## src/rtl/bitwise_unit_arbiter_if.sv

```systemverilog
// bitwise_unit_arbiter_if
//   Handshake/bus bundle between NREQ requesters and the shared bitwise unit.
//   Requester side : req, op_bus, x_bus, y_bus, out_ready   (driven by master)
//   Unit side      : gnt, out, out_id, out_valid, busy      (driven by slave)
//   Optional       : gnt_cnt, present only when BITWISE_ARB_GNTCNT_EN is defined.
interface bitwise_unit_arbiter_if #(
  parameter int WIDTH = 16,
  parameter int NREQ  = 4,
  parameter int IDW   = 2
);
  logic [NREQ-1:0]       req;
  logic [2*NREQ-1:0]     op_bus;
  logic [WIDTH*NREQ-1:0] x_bus;
  logic [WIDTH*NREQ-1:0] y_bus;
  logic [NREQ-1:0]       gnt;
  logic [WIDTH-1:0]      out;
  logic [IDW-1:0]        out_id;
  logic                  out_valid;
  logic                  out_ready;
  logic                  busy;
`ifdef BITWISE_ARB_GNTCNT_EN
  logic [15:0]           gnt_cnt;

  modport master (output req, op_bus, x_bus, y_bus, out_ready,
                  input  gnt, out, out_id, out_valid, busy, gnt_cnt);
  modport slave  (input  req, op_bus, x_bus, y_bus, out_ready,
                  output gnt, out, out_id, out_valid, busy, gnt_cnt);
`else
  modport master (output req, op_bus, x_bus, y_bus, out_ready,
                  input  gnt, out, out_id, out_valid, busy);
  modport slave  (input  req, op_bus, x_bus, y_bus, out_ready,
                  output gnt, out, out_id, out_valid, busy);
`endif
endinterface

```

## src/rtl/bitwise_unit_arbiter.sv

```systemverilog
// bitwise_unit_arbiter
//   One shared 16-bit OR/AND/XOR/NOR unit serving NREQ requesters with
//   round-robin arbitration. IDLE -> EXEC -> HOLD per transaction.
// Ports:
//   clk     : clock, rising edge
//   rst     : synchronous active-high reset
//   io_bus  : bitwise_unit_arbiter_if.slave (req/op/x/y in, gnt/out/out_id/
//             out_valid/busy out, out_ready in)
// Optional feature macro: BITWISE_ARB_GNTCNT_EN adds a saturating 16-bit
//   count of grant cycles on io_bus.gnt_cnt.
module bitwise_unit_arbiter #(
  parameter int WIDTH = 16,
  parameter int NREQ  = 4,
  parameter int IDW   = 2
) (
  input  logic                   clk,
  input  logic                   rst,
  bitwise_unit_arbiter_if.slave  io_bus
);

  typedef enum logic [1:0] {S_IDLE, S_EXEC, S_HOLD} state_t;

  state_t           r_state;
  logic [IDW-1:0]   r_ptr;
  logic [1:0]       r_op;
  logic [WIDTH-1:0] r_x, r_y;
  logic [NREQ-1:0]  r_gnt;
  logic [WIDTH-1:0] r_out;
  logic [IDW-1:0]   r_out_id;
  logic             r_out_valid;

  logic             w_found;
  logic [IDW-1:0]   w_win;
  logic [IDW-1:0]   w_win_nxt;

  function automatic logic [IDW-1:0] wrap_inc(input logic [IDW-1:0] a, input int k);
    logic [IDW:0] s;
    s = {1'b0, a} + (IDW+1)'(k);
    if (s >= (IDW+1)'(NREQ)) s = s - (IDW+1)'(NREQ);
    return s[IDW-1:0];
  endfunction

  function automatic logic [WIDTH-1:0] bit_op(input logic [1:0] op,
                                              input logic [WIDTH-1:0] x,
                                              input logic [WIDTH-1:0] y);
    case (op)
      2'b00:   return x | y;
      2'b01:   return x & y;
      2'b10:   return x ^ y;
      default: return ~(x | y);
    endcase
  endfunction

  // Round-robin pick: first set req bit at or after r_ptr, wrapping.
  always_comb begin
    logic [IDW-1:0] w_idx;
    w_found = 1'b0;
    w_win   = '0;
    w_idx   = '0;
    for (int k = 0; k < NREQ; k++) begin
      w_idx = wrap_inc(r_ptr, k);
      if (!w_found && io_bus.req[w_idx]) begin
        w_found = 1'b1;
        w_win   = w_idx;
      end
    end
    w_win_nxt = wrap_inc(w_win, 1);
  end

  always_ff @(posedge clk) begin
    if (rst) begin
      r_state     <= S_IDLE;
      r_ptr       <= '0;
      r_op        <= '0;
      r_x         <= '0;
      r_y         <= '0;
      r_gnt       <= '0;
      r_out       <= '0;
      r_out_id    <= '0;
      r_out_valid <= 1'b0;
    end else begin
      case (r_state)
        S_IDLE: begin
          r_gnt <= '0;
          if (w_found) begin
            // Only the winner's lane is read, so unselected lanes can't leak X.
            r_op     <= io_bus.op_bus[2*w_win +: 2];
            r_x      <= io_bus.x_bus[WIDTH*w_win +: WIDTH];
            r_y      <= io_bus.y_bus[WIDTH*w_win +: WIDTH];
            r_gnt    <= NREQ'(1) << w_win;
            r_out_id <= w_win;
            r_ptr    <= w_win_nxt;
            r_state  <= S_EXEC;
          end
        end
        S_EXEC: begin
          r_gnt       <= '0;
          r_out       <= bit_op(r_op, r_x, r_y);
          r_out_valid <= 1'b1;
          r_state     <= S_HOLD;
        end
        S_HOLD: begin
          // out is left as-is after the handshake; it changes only in EXEC.
          if (io_bus.out_ready) begin
            r_out_valid <= 1'b0;
            r_state     <= S_IDLE;
          end
        end
        default: r_state <= S_IDLE;
      endcase
    end
  end

  assign io_bus.gnt       = r_gnt;
  assign io_bus.out       = r_out;
  assign io_bus.out_id    = r_out_id;
  assign io_bus.out_valid = r_out_valid;
  assign io_bus.busy      = (r_state != S_IDLE);

`ifdef BITWISE_ARB_GNTCNT_EN
  logic [15:0] r_gnt_cnt;

  always_ff @(posedge clk) begin
    if (rst)                                 r_gnt_cnt <= '0;
    else if (|r_gnt && r_gnt_cnt != 16'hFFFF) r_gnt_cnt <= r_gnt_cnt + 16'd1;
  end

  assign io_bus.gnt_cnt = r_gnt_cnt;
`endif

endmodule

```

## src/flat_wrapper.sv

```systemverilog
// flat-port wrapper written by rule: the top's interface ports become plain ports
module bitwise_unit_arbiter_flat 
#(
  parameter int WIDTH = 16,
  parameter int NREQ  = 4,
  parameter int IDW   = 2
)
  (clk, rst, io_bus_req, io_bus_op_bus, io_bus_x_bus, io_bus_y_bus, io_bus_out_ready, io_bus_gnt, io_bus_out, io_bus_out_id, io_bus_out_valid, io_bus_busy);
  bitwise_unit_arbiter_if #(.WIDTH(WIDTH), .NREQ(NREQ), .IDW(IDW)) io_bus_i ();
  input  logic clk;
  input  logic rst;
  input wire logic [$bits(io_bus_i.req)-1:0] io_bus_req;
  input wire logic [$bits(io_bus_i.op_bus)-1:0] io_bus_op_bus;
  input wire logic [$bits(io_bus_i.x_bus)-1:0] io_bus_x_bus;
  input wire logic [$bits(io_bus_i.y_bus)-1:0] io_bus_y_bus;
  input wire logic [$bits(io_bus_i.out_ready)-1:0] io_bus_out_ready;
  output wire logic [$bits(io_bus_i.gnt)-1:0] io_bus_gnt;
  output wire logic [$bits(io_bus_i.out)-1:0] io_bus_out;
  output wire logic [$bits(io_bus_i.out_id)-1:0] io_bus_out_id;
  output wire logic [$bits(io_bus_i.out_valid)-1:0] io_bus_out_valid;
  output wire logic [$bits(io_bus_i.busy)-1:0] io_bus_busy;
  assign io_bus_i.req = io_bus_req;
  assign io_bus_i.op_bus = io_bus_op_bus;
  assign io_bus_i.x_bus = io_bus_x_bus;
  assign io_bus_i.y_bus = io_bus_y_bus;
  assign io_bus_i.out_ready = io_bus_out_ready;
  assign io_bus_gnt = io_bus_i.gnt;
  assign io_bus_out = io_bus_i.out;
  assign io_bus_out_id = io_bus_i.out_id;
  assign io_bus_out_valid = io_bus_i.out_valid;
  assign io_bus_busy = io_bus_i.busy;
  bitwise_unit_arbiter #(.WIDTH(WIDTH), .NREQ(NREQ), .IDW(IDW)) u_core (.clk(clk), .rst(rst), .io_bus(io_bus_i));
endmodule
```

## config.mk

```make
export PLATFORM = sky130hd
export DESIGN_NAME = bitwise_unit_arbiter_flat
export DESIGN_NICKNAME = d
export VERILOG_FILES = /design/src/rtl/bitwise_unit_arbiter_if.sv /design/src/rtl/bitwise_unit_arbiter.sv /design/src/flat_wrapper.sv
export SDC_FILE = /design/constraint.sdc
export NUM_CORES = 1
export LEC_CHECK = 0
export CAP_MARGIN = 20
export CORE_ASPECT_RATIO = 2
export CORE_MARGIN = 5
export CORE_UTILIZATION = 27
export CTS_CLUSTER_SIZE = 25
export DETAILED_ROUTE_END_ITERATION = 10
export GPL_TIMING_DRIVEN = 0
export PLACE_DENSITY = 0.61
export SLEW_MARGIN = 40
export SYNTH_ARGS = -nofsm -noshare
export SYNTH_HDL_FRONTEND = slang
export SYNTH_SLANG_ARGS = --single-unit
```

## constraint.sdc

```tcl
create_clock -name clk -period 1.7 [get_ports clk]
set_input_delay 0.34 -clock clk [delete_from_list [all_inputs] [get_ports clk]]
set_output_delay 0.34 -clock clk [all_outputs]
set_load 0.02 [all_outputs]
```

==> results.toml <==
[status]
outcome = "finished clean"

[final_layout]
mostFrequentLayoutCell = "clkdlybuf4s50_1"
area_growth_syn_to_layout_pct = 53.1
seqCellArea_um2 = 1230
layout_common_cells = "160 x clkdlybuf4s50_1, 81 x nand2_1, 64 x a211oi_1"
nFillCells = 1800
multi_input_area_um2 = 3300
drive_above_1_share_pct = 14.2
nNetsFinal = 1001
fin_area_um2 = 7370

[sta]
tightest_slew_ps = 648
setup_viol = 0
skew_ps = 6.42
slew_viol_final = 0
finalHoldViolCount = 0
fin_crit_sh_pct = 97.6
clock.fmax_mhz = 603
fin_crit_ps = 1660
slew_headroom_pct = 56.8
rsz0062_at_grt = "yes"

[global_route]
busiest_layer = "met2"
grt_pass1_wl_um = 30600
use_met2_pct = 37.9
gr-total-overflow = 0
met3_usage_pct = 2.63
met1_usage_pct = 16.6
grt_pass1_vias = 5753
grt.total_usage_pct = 18.9
antenna_found_initial = 2
grt_max_degree = 20

[worst_setup_path]
r2r_cells = 5
slowest_delay_ps = 640
end_kind = "output pin"
timing.rr.end = "u_core.r_ptr[0]"
start_kind = "flop"
path_buf_inv = 1
reg2reg_from = "u_core.r_state[1]"
cp_data_arrival_time_ps = 1320
path_class = "flop to output pin"
path_delay_family = "buffers and inverters"
path_cells = "clkdlybuf4s50_1"
crit_fanout = 3
rrSetupSlack_ps = 70
critical_path_required_ps = 1360
crit_path_top_delay_cell = "clkdlybuf4s50_1"

[drt]
first_pass_iters = 4
drc = 0
wl_per_cell_um = 19.3
viasPerCell = 5.17
vias = 5399
initialDrtViolationCount = 300
drt_wl_total_um = 20200
ant_nets = 0

[synthesis]
synth-simple-area-share_pct = 22.6
seq_area_frac_synth_pct = 25.4
synth.area.mux_share_pct = 3.90
synth_compound_area_share_pct = 30.5
synth.largest_area_cell = "dfxtp_1"
ys_types = 38
avgSynthCellArea_um2 = 7.47
synthXorXnorAreaFrac_pct = 0
syn-num-nets = 819
yosysWarnings = 0
synth_area_leaders = "dfxtp_1 25%, a211oi_1 13%, ha_1 8.3%"
synth_top_family_by_area = "compound AO/OA/AOI/OAI gates"
ys_ff_latch = 61
synth_area_um2 = 4810
post-synth-top-area-fraction_pct = 25.4
synth_fa_ha_area_share_pct = 8.32
synth_cells = 644

[die]
dieArea_um2 = 20700
core_um2 = 17700
fp.dieH_um = 199
start_util_pct = 27.2
fp.dieW_um = 104
io_pins = 167
rows = 69

[clocking]
cts_buffer_depth = 2
cts_inserted_buffers = 9
cts_sinks = 61
clkLatencyLatePin_ps = 330
root_buffer = "clkbuf_16"
cts_max_level = 3
path_clk_slew_ps = 50
hold_buffers = 0
cts_tree = "yes"

[power_and_ir_drop]
leakage_nw = 2.87
pwr_density_cell_nw_per_um2 = 875
power_mw = 6.45
ir_worst_vdd_mv = 0.384

[min_path]
hold_depth = 2
worstHoldStart = "u_core.io_bus.out[2]"
min_to = "u_core.io_bus.out[2]"
min-delay-path-class = "flop to flop"

[place]
gp_congestion = 0.907
hpwl_um = 16700
place_area_um2 = 6720
numPortBuffers = 164

[run]
drv_cap = 0
-- how the worst max path moves through the flow --
stage / from / to / slack [ps] / cells past startpoint
final: u_core.io_bus.out_valid / io_bus_out_valid / 40 / 1
after global routing: u_core.r_ptr[1] / u_core.r_y[9] / -10 / 5
after CTS: u_core.r_ptr[1] / u_core.r_op[1] / -30 / 6
after detailed placement: io_bus_req[0] / u_core.r_op[1] / -940 / 7
after global placement: io_bus_req[0] / u_core.r_op[1] / -900 / 7
after floorplan: io_bus_req[2] / u_core.r_x[15] / 60 / 7
-- power by group --
group          leakage (nW)  switching [mW]  internal, mW  total [mW]
combinational          2.23            1.50          1.31        2.81
sequential            0.507           0.202          1.65        1.85
clock                 0.139           0.631          1.16        1.79
-- state kept, by name (all words and copies together) (netlist names) --
register and cells:
u_core.io_bus.out_id 2, u_core.io_bus.gnt 4, u_core.r_y 16, u_core.io_bus.out_valid 1
u_core.r_op 2, u_core.r_state 2, u_core.io_bus.out 16, u_core.r_x 16
u_core.r_ptr 2
-- logic make-up (layout without fill, tap and decap cells) --
group | Yosys count | in the layout
adders and majority gates | 32 | 32
other | 0 | 2
buffers and inverters | 107 | 292
DFF | 61 | 61
AOI/OAI and AO/OA | 197 | 197
muxes | 17 | 17
and+or+nand+nor | 230 | 230
-- Yosys cell counts --
master	count
a21oi_4	1
or3_4	1
a32oi_1	1
ha_1	32
a22oi_1	1
o21ai_2	1
a211o_1	1
and3_1	35
o211ai_1	37
nand2_1	81
inv_1	36
nand2b_1	5
nand4_1	1
a21o_1	1
nand4b_1	1
nor2b_1	31
buf_2	27
buf_6	1
o21ai_0	4
buf_1	4
or4_1	1
o21bai_2	1
a311oi_1	35
o211ai_2	1
or3b_2	1
mux2_2	14
mux2i_1	3
a21oi_1	26
dfxtp_1	61
a211oi_1	82
buf_4	1
nor2_1	56
or2_1	1
nor3_1	15
and2_1	1
o21ai_1	1
clkbuf_1	38
o21a_1	4
-- stage by stage --
step	utilization, %	worst slack [ps]	setup TNS (ps)	hold slack, ps	cells
2_1_floorplan	-	62.5	0	492	644
3_3_place_gp	38.0	-904	-34180	446	1021
3_5_place_dp	38.0	-936	-35150	446	1021
4_1_cts	40.7	-26.6	-37.9	453	1040
5_1_grt	41.6	-11.9	-13.7	479	1044
6_report	41.6	41.1	0	452	1044
-- final cells by class --
cell class / instances / area share (%)
multi-input combinational: 476 / 44.8
inverter: 36 / 1.83
timing repair buffer: 175 / 23.5
tap: 213 / 3.62
clock buffer: 12 / 3.35
antenna: 2 / 0.0679
buffer: 67 / 5.57
clock inverter: 2 / 0.476
sequential: 61 / 16.7
-- metal layers --
| metal | part of all wire [%] | routed length [um] | vias to the layer above |
|---|---|---|---|
| li1 | - | - | 2689 |
| met1 | 32 | 6520 | 2486 |
| met2 | 57 | 11500 | 163 |
| met3 | 3.3 | 671 | 61 |
| met4 | 7.2 | 1460 | 0 |
| met5 | 0 | 0 | - |
-- timing repair --
action | 4_1_cts | 5_1_grt
gates cloned | 0 | 0
buffers inserted | 8 | 3
pin swaps | 16 | 14
setup endpoints to repair | 48 | 44
resized for setup | 51 | 57
No activity file was read; power rests on OpenSTA's default activity.
